### src/rtl/add_share_arbiter.sv
// Shares one registered 8-bit adder between requesters A and B: arbitrate, issue, wait ADD_LAT, return sum.
// Optional build macro ADDER_ARB_FIXED_PRIO_EN selects fixed priority (A wins ties) instead of round-robin.
module add_share_arbiter #(
  parameter int ADD_LAT = 1
) (
  input  logic       clk,
  input  logic       rst,
  input  logic       req_a,
  input  logic [7:0] a_op0,
  input  logic [7:0] a_op1,
  input  logic       req_b,
  input  logic [7:0] b_op0,
  input  logic [7:0] b_op1,
  output logic       gnt_a,
  output logic       gnt_b,
  output logic       done_a,
  output logic       done_b,
  output logic [7:0] rsp_data,
  output logic       rsp_id,
  output logic       busy,
  output logic       add_en,
  output logic [7:0] add_op0,
  output logic [7:0] add_op1,
  input  logic [7:0] add_sum
);

  typedef enum logic [1:0] {IDLE, ISSUE, WAIT, DONE} state_t;

  localparam logic [3:0] CNT_INIT = 4'(ADD_LAT - 1);

  state_t     state;
  state_t     state_next;
  logic       owner;
  logic [3:0] cnt;
  logic       req_any;
  logic       winner;

  assign req_any = req_a | req_b;

`ifdef ADDER_ARB_FIXED_PRIO_EN
  assign winner = ~req_a;
`else
  logic last_id;

  // On a tie the requester that did not win last time goes next.
  assign winner = (req_a && req_b) ? ~last_id : req_b;

  always_ff @(posedge clk) begin
    if (rst) begin
      last_id <= 1'b1;
    end else if (state == IDLE && req_any) begin
      last_id <= winner;
    end
  end
`endif

  always_ff @(posedge clk) begin
    if (rst) begin
      state <= IDLE;
    end else begin
      state <= state_next;
    end
  end

  always_comb begin
    state_next = state;
    case (state)
      IDLE:    if (req_any) state_next = ISSUE;
      ISSUE:   state_next = WAIT;
      WAIT:    if (cnt == 4'd0) state_next = DONE;
      DONE:    state_next = IDLE;
      default: state_next = IDLE;
    endcase
  end

  // Operands stay latched after the transaction so the adder inputs never glitch mid-flight.
  always_ff @(posedge clk) begin
    if (rst) begin
      owner    <= 1'b0;
      cnt      <= 4'd0;
      add_op0  <= 8'd0;
      add_op1  <= 8'd0;
      rsp_data <= 8'd0;
      rsp_id   <= 1'b0;
    end else begin
      case (state)
        IDLE: begin
          if (req_any) begin
            owner   <= winner;
            add_op0 <= winner ? b_op0 : a_op0;
            add_op1 <= winner ? b_op1 : a_op1;
          end
        end
        ISSUE: cnt <= CNT_INIT;
        WAIT: begin
          if (cnt == 4'd0) begin
            rsp_data <= add_sum;
            rsp_id   <= owner;
          end else begin
            cnt <= cnt - 4'd1;
          end
        end
        default: ;
      endcase
    end
  end

  assign busy   = (state != IDLE);
  assign add_en = (state == ISSUE);
  assign gnt_a  = busy & ~owner;
  assign gnt_b  = busy & owner;
  assign done_a = (state == DONE) & ~owner;
  assign done_b = (state == DONE) & owner;

endmodule

### config.mk
export PLATFORM = sky130hd
export DESIGN_NAME = add_share_arbiter
export DESIGN_NICKNAME = d
export VERILOG_FILES = /design/src/rtl/add_share_arbiter.sv
export SDC_FILE = /design/constraint.sdc
export NUM_CORES = 1
export LEC_CHECK = 0
export CELL_PAD_IN_SITES_DETAIL_PLACEMENT = 0
export CELL_PAD_IN_SITES_GLOBAL_PLACEMENT = 1
export CORE_MARGIN = 1
export CORE_UTILIZATION = 26
export DETAILED_ROUTE_END_ITERATION = 8
export GPL_TIMING_DRIVEN = 0
export PLACE_DENSITY_LB_ADDON = 0.1
export SLEW_MARGIN = 10
export SYNTH_ARGS = -nofsm -noshare
export SYNTH_HDL_FRONTEND = slang
export SYNTH_SLANG_ARGS = --single-unit
export TNS_END_PERCENT = 1
### constraint.sdc
create_clock -name clk -period 1.6 [get_ports clk]
set_clock_uncertainty 0.2 [all_clocks]
set_input_delay 0.16 -clock clk [delete_from_list [all_inputs] [get_ports clk]]
set_output_delay 0.16 -clock clk [all_outputs]
set_load 0.01 [all_outputs]
==> flow_summary_export.csv <==
group,metric,value,unit
outcome,status,"finished with violations",
outcome,violations,"setup timing",
routing,dr_total_vias,1468,
timing,fin_crit_sh,101.8,%
routing,detail-route-antenna-nets,0,
global_route,grt_usage,13.53,%
floorplanning,core.rowCount,27,
floorplanning,fp.coreArea,5608,um2
clock_tree,cts_sinks,33,
routing,drt_iter0_markers,51,
routing,wl_met1,1.863,mm
clock_tree,cts_buffers,5,
floorplanning,die_w,79.06,um
timing,fin_setup_tns,-0.02849,ns
power_and_ir_drop,totalPowerFinal,3.771,mW
worst_setup_path,worstPathArrival,1.27,ns
floorplanning,die_area,6250,um2
timing,max_freq,0.6141,GHz
final_layout,final_area,2566,um2
worst_setup_path,critPathMaxStageDelay,0.35,ns
routing,met2_length,1.874,mm
yosys,synth_edf_count,0,
worst_setup_path,r2r_cells,6,
final_layout,drive_above_1_share,14.80,%
timing,final-setup-viol-count,1,
clock_tree,h-tree-depth,2,
global_route,grt_pass1_wl,6.527,mm
clock_tree,postCtsSetupRepairBufs,0,
final_layout,fin_cells,322,
worst_setup_path,startpoint_type,"flop",
worst_setup_path,cp_cell_sequence,"ha_1 -> and2_1 -> dlygate4sd2_1",
routing,via_per_inst,4.559,
final_layout,diodes,0,
yosys,yosysWarningCount,0,
timing,report.final.slew_viol_count,0,
yosys,ys_seq_area_share,42.79,%
global_route,antenna_found_initial,0,
timing,fin_crit,1.628,ns
worst_setup_path,crit_path_max_fanout,4,
place,postPlaceCellArea,2365,um2
worst_setup_path,setup.worst_path.start,"state[0]$_SDFFE_PP0P_",
power_and_ir_drop,ir_worst_vdd,0.5705,mV
timing,setup_ws,-0.02849,ns
worst_setup_path,criticalPathCategory,"reg2out",
timing,holdWs,0.08547,ns
clock_tree,clkTransAtPathRegs,0.07,ns
final_layout,fill_cells,564,
timing,worst_slew_pin_slew,0.4695,ns
clock_tree,root_buffer,"clkbuf_8",
hold_path,min_path_cells,4,
yosys,synth-main-ff-cell,"dfxtp_1",
final_layout,regArea,663.1,um2
global_route,grt-ovfl-total,0,
power_and_ir_drop,p_leak,0.9834,nW
place,placed_cells,313,
place,portBuffers,73,
job,maxCapViolCount,0,
routing,drc,0,
timing,maxSlewHeadroom,68.70,%
final_layout,area_growth,66.21,%
yosys,synth_cells,168,
final_layout,final_util,45.76,%
worst_setup_path,crit_path_end_kind,"primary output",
timing,rsz0062_at_grt,"yes",
global_route,grt_max_degree,11,
timing,hold_violations,0,
floorplanning,die_y,79.06,um
place,place_ws,-0.2468,ns
floorplanning,start_util,27.53,%
worst_setup_path,required,1.24,ns
routing,first_pass_iters,4,
routing,detail_route.wl_per_cell,12.77,um
worst_setup_path,crit_slowest_cell,"dfxtp_2",
yosys,ys_types,34,
global_route,first_global_vias,1362,
routing,totalWireLength,4.111,mm
hold_path,hp-class,"in2reg",
floorplanning,ios,75,
yosys,synth-seq-cells,33,
clock_tree,clk_latency,0.29,ns
hold_path,worstHoldStart,"rst",
final_layout,multiInputGateArea,830.8,um2
clock_tree,clockBufferDepth,2,
routing,met3_length,319,um
yosys,synthArstFlopShare,0,%
yosys,synthesis.area,1544,um2
place,gp_congestion,0.6825,
worst_setup_path,worst_r2r_startpoint,"state[0]$_SDFFE_PP0P_",
clock_tree,cts_tree,"done",
final_layout,nNetsFinal,298,
yosys,synth_nets,217,
yosys,synth_area_per_cell,9.190,um2
power_and_ir_drop,power.density,1470,nW/um2
routing,dr.max_layer_used,"met4",
place,dp_hpwl,2.948,mm
==> cell usage after synthesis, types with 3 or more instances <==
| cell type | instances | area [um2] |
|---|---|---|
| mux2i_1 | 18 | 180.2 |
| o21ai_0 | 13 | 65.06 |
| buf_2 | 3 | 15.01 |
| nand2_1 | 22 | 82.58 |
| ha_1 | 5 | 62.56 |
| dfxtp_1 | 33 | 660.6 |
| inv_1 | 6 | 22.52 |
| nand3_1 | 4 | 20.02 |
| a211oi_2 | 4 | 50.05 |
| nor2_1 | 5 | 18.77 |
| a21oi_1 | 26 | 130.1 |
==> final timing paths <==
check | to | slack [ns]
worst min-delay path | add_op1[7]$_SDFFE_PP0P_ | 0.09
worst min register to register | rsp_data[1]$_SDFFE_PP0P_ | 0.25
worst max-delay path | done_b | -0.03
worst max register to register | state[0]$_SDFFE_PP0P_ | 0.03
==> power breakdown <==
group	switching [mW]	leakage (nW)	total, mW	internal (mW)
clock	0.306	0.0585	0.814	0.508
combinational	0.827	0.653	1.77	0.938
sequential	0.132	0.272	1.19	1.06
==> critical path, delay by kind of cell, from the launching register on <==
family	cells	cell delay [ns]
DFF	1	0.35
buffers and inverters	1	0.28
adders and majority gates	1	0.21
and+or+nand+nor	1	0.15
==> logic make-up after synthesis <==
group / synth area share [%]
simple gates: 14.83
mux: 11.67
flops: 42.79
fa+ha+maj: 4.052
buf+inv: 7.130
compound gates: 19.53
==> metal layers <==
metal / global-route usage [%] / vias to the layer above
li1: - / 750
met1: 16.34 / 662
met2: 21.21 / 51
met3: 4.828 / 5
met4: 6.545 / 0
met5: 0 / -
==> registers in the layout (all words and copies together) (netlist names) <==
| register | flops |
|---|---|
| rsp_id | 1 |
| owner | 1 |
| cnt | 4 |
| state | 2 |
| add_op1 | 8 |
| rsp_data | 8 |
| last_id | 1 |
| add_op0 | 8 |
==> layout by cell type (no fill, tap or decap), types with 2 or more instances in the layout <==
cell type and n:
nor2_1 5, o211ai_1 2, clkbuf_8 6, ha_1 2
nand3_1 4, clkdlybuf4s50_1 66, dlygate4sd2_1 3, dfxtp_1 31
dfxtp_2 2, o21ai_0 13, nor2b_1 2, clkbuf_1 2
inv_1 3, inv_2 4, clkbuf_4 2, ha_4 2
mux2i_1 18, buf_6 6, a21oi_1 26, nand2_1 22
a211oi_2 4
==> cell type report <==
class,count,share of cell area [%]
clock buffer,7,3.364
tap,72,3.510
inverter,7,1.024
buffer,11,4.291
multi-input combinational,117,32.37
timing repair buffer,74,28.43
clock inverter,1,1.170
sequential,33,25.84
==> what timing repair did <==
item / in CTS / in global routing
hold buffers: 1 / 0
pin swaps: 0 / 1
hold endpoints to repair: 7 / 0
endpoints found under the setup margin: 35 / 31
gates resized for setup: 21 / 17
No activity file was read; power rests on OpenSTA's default activity.
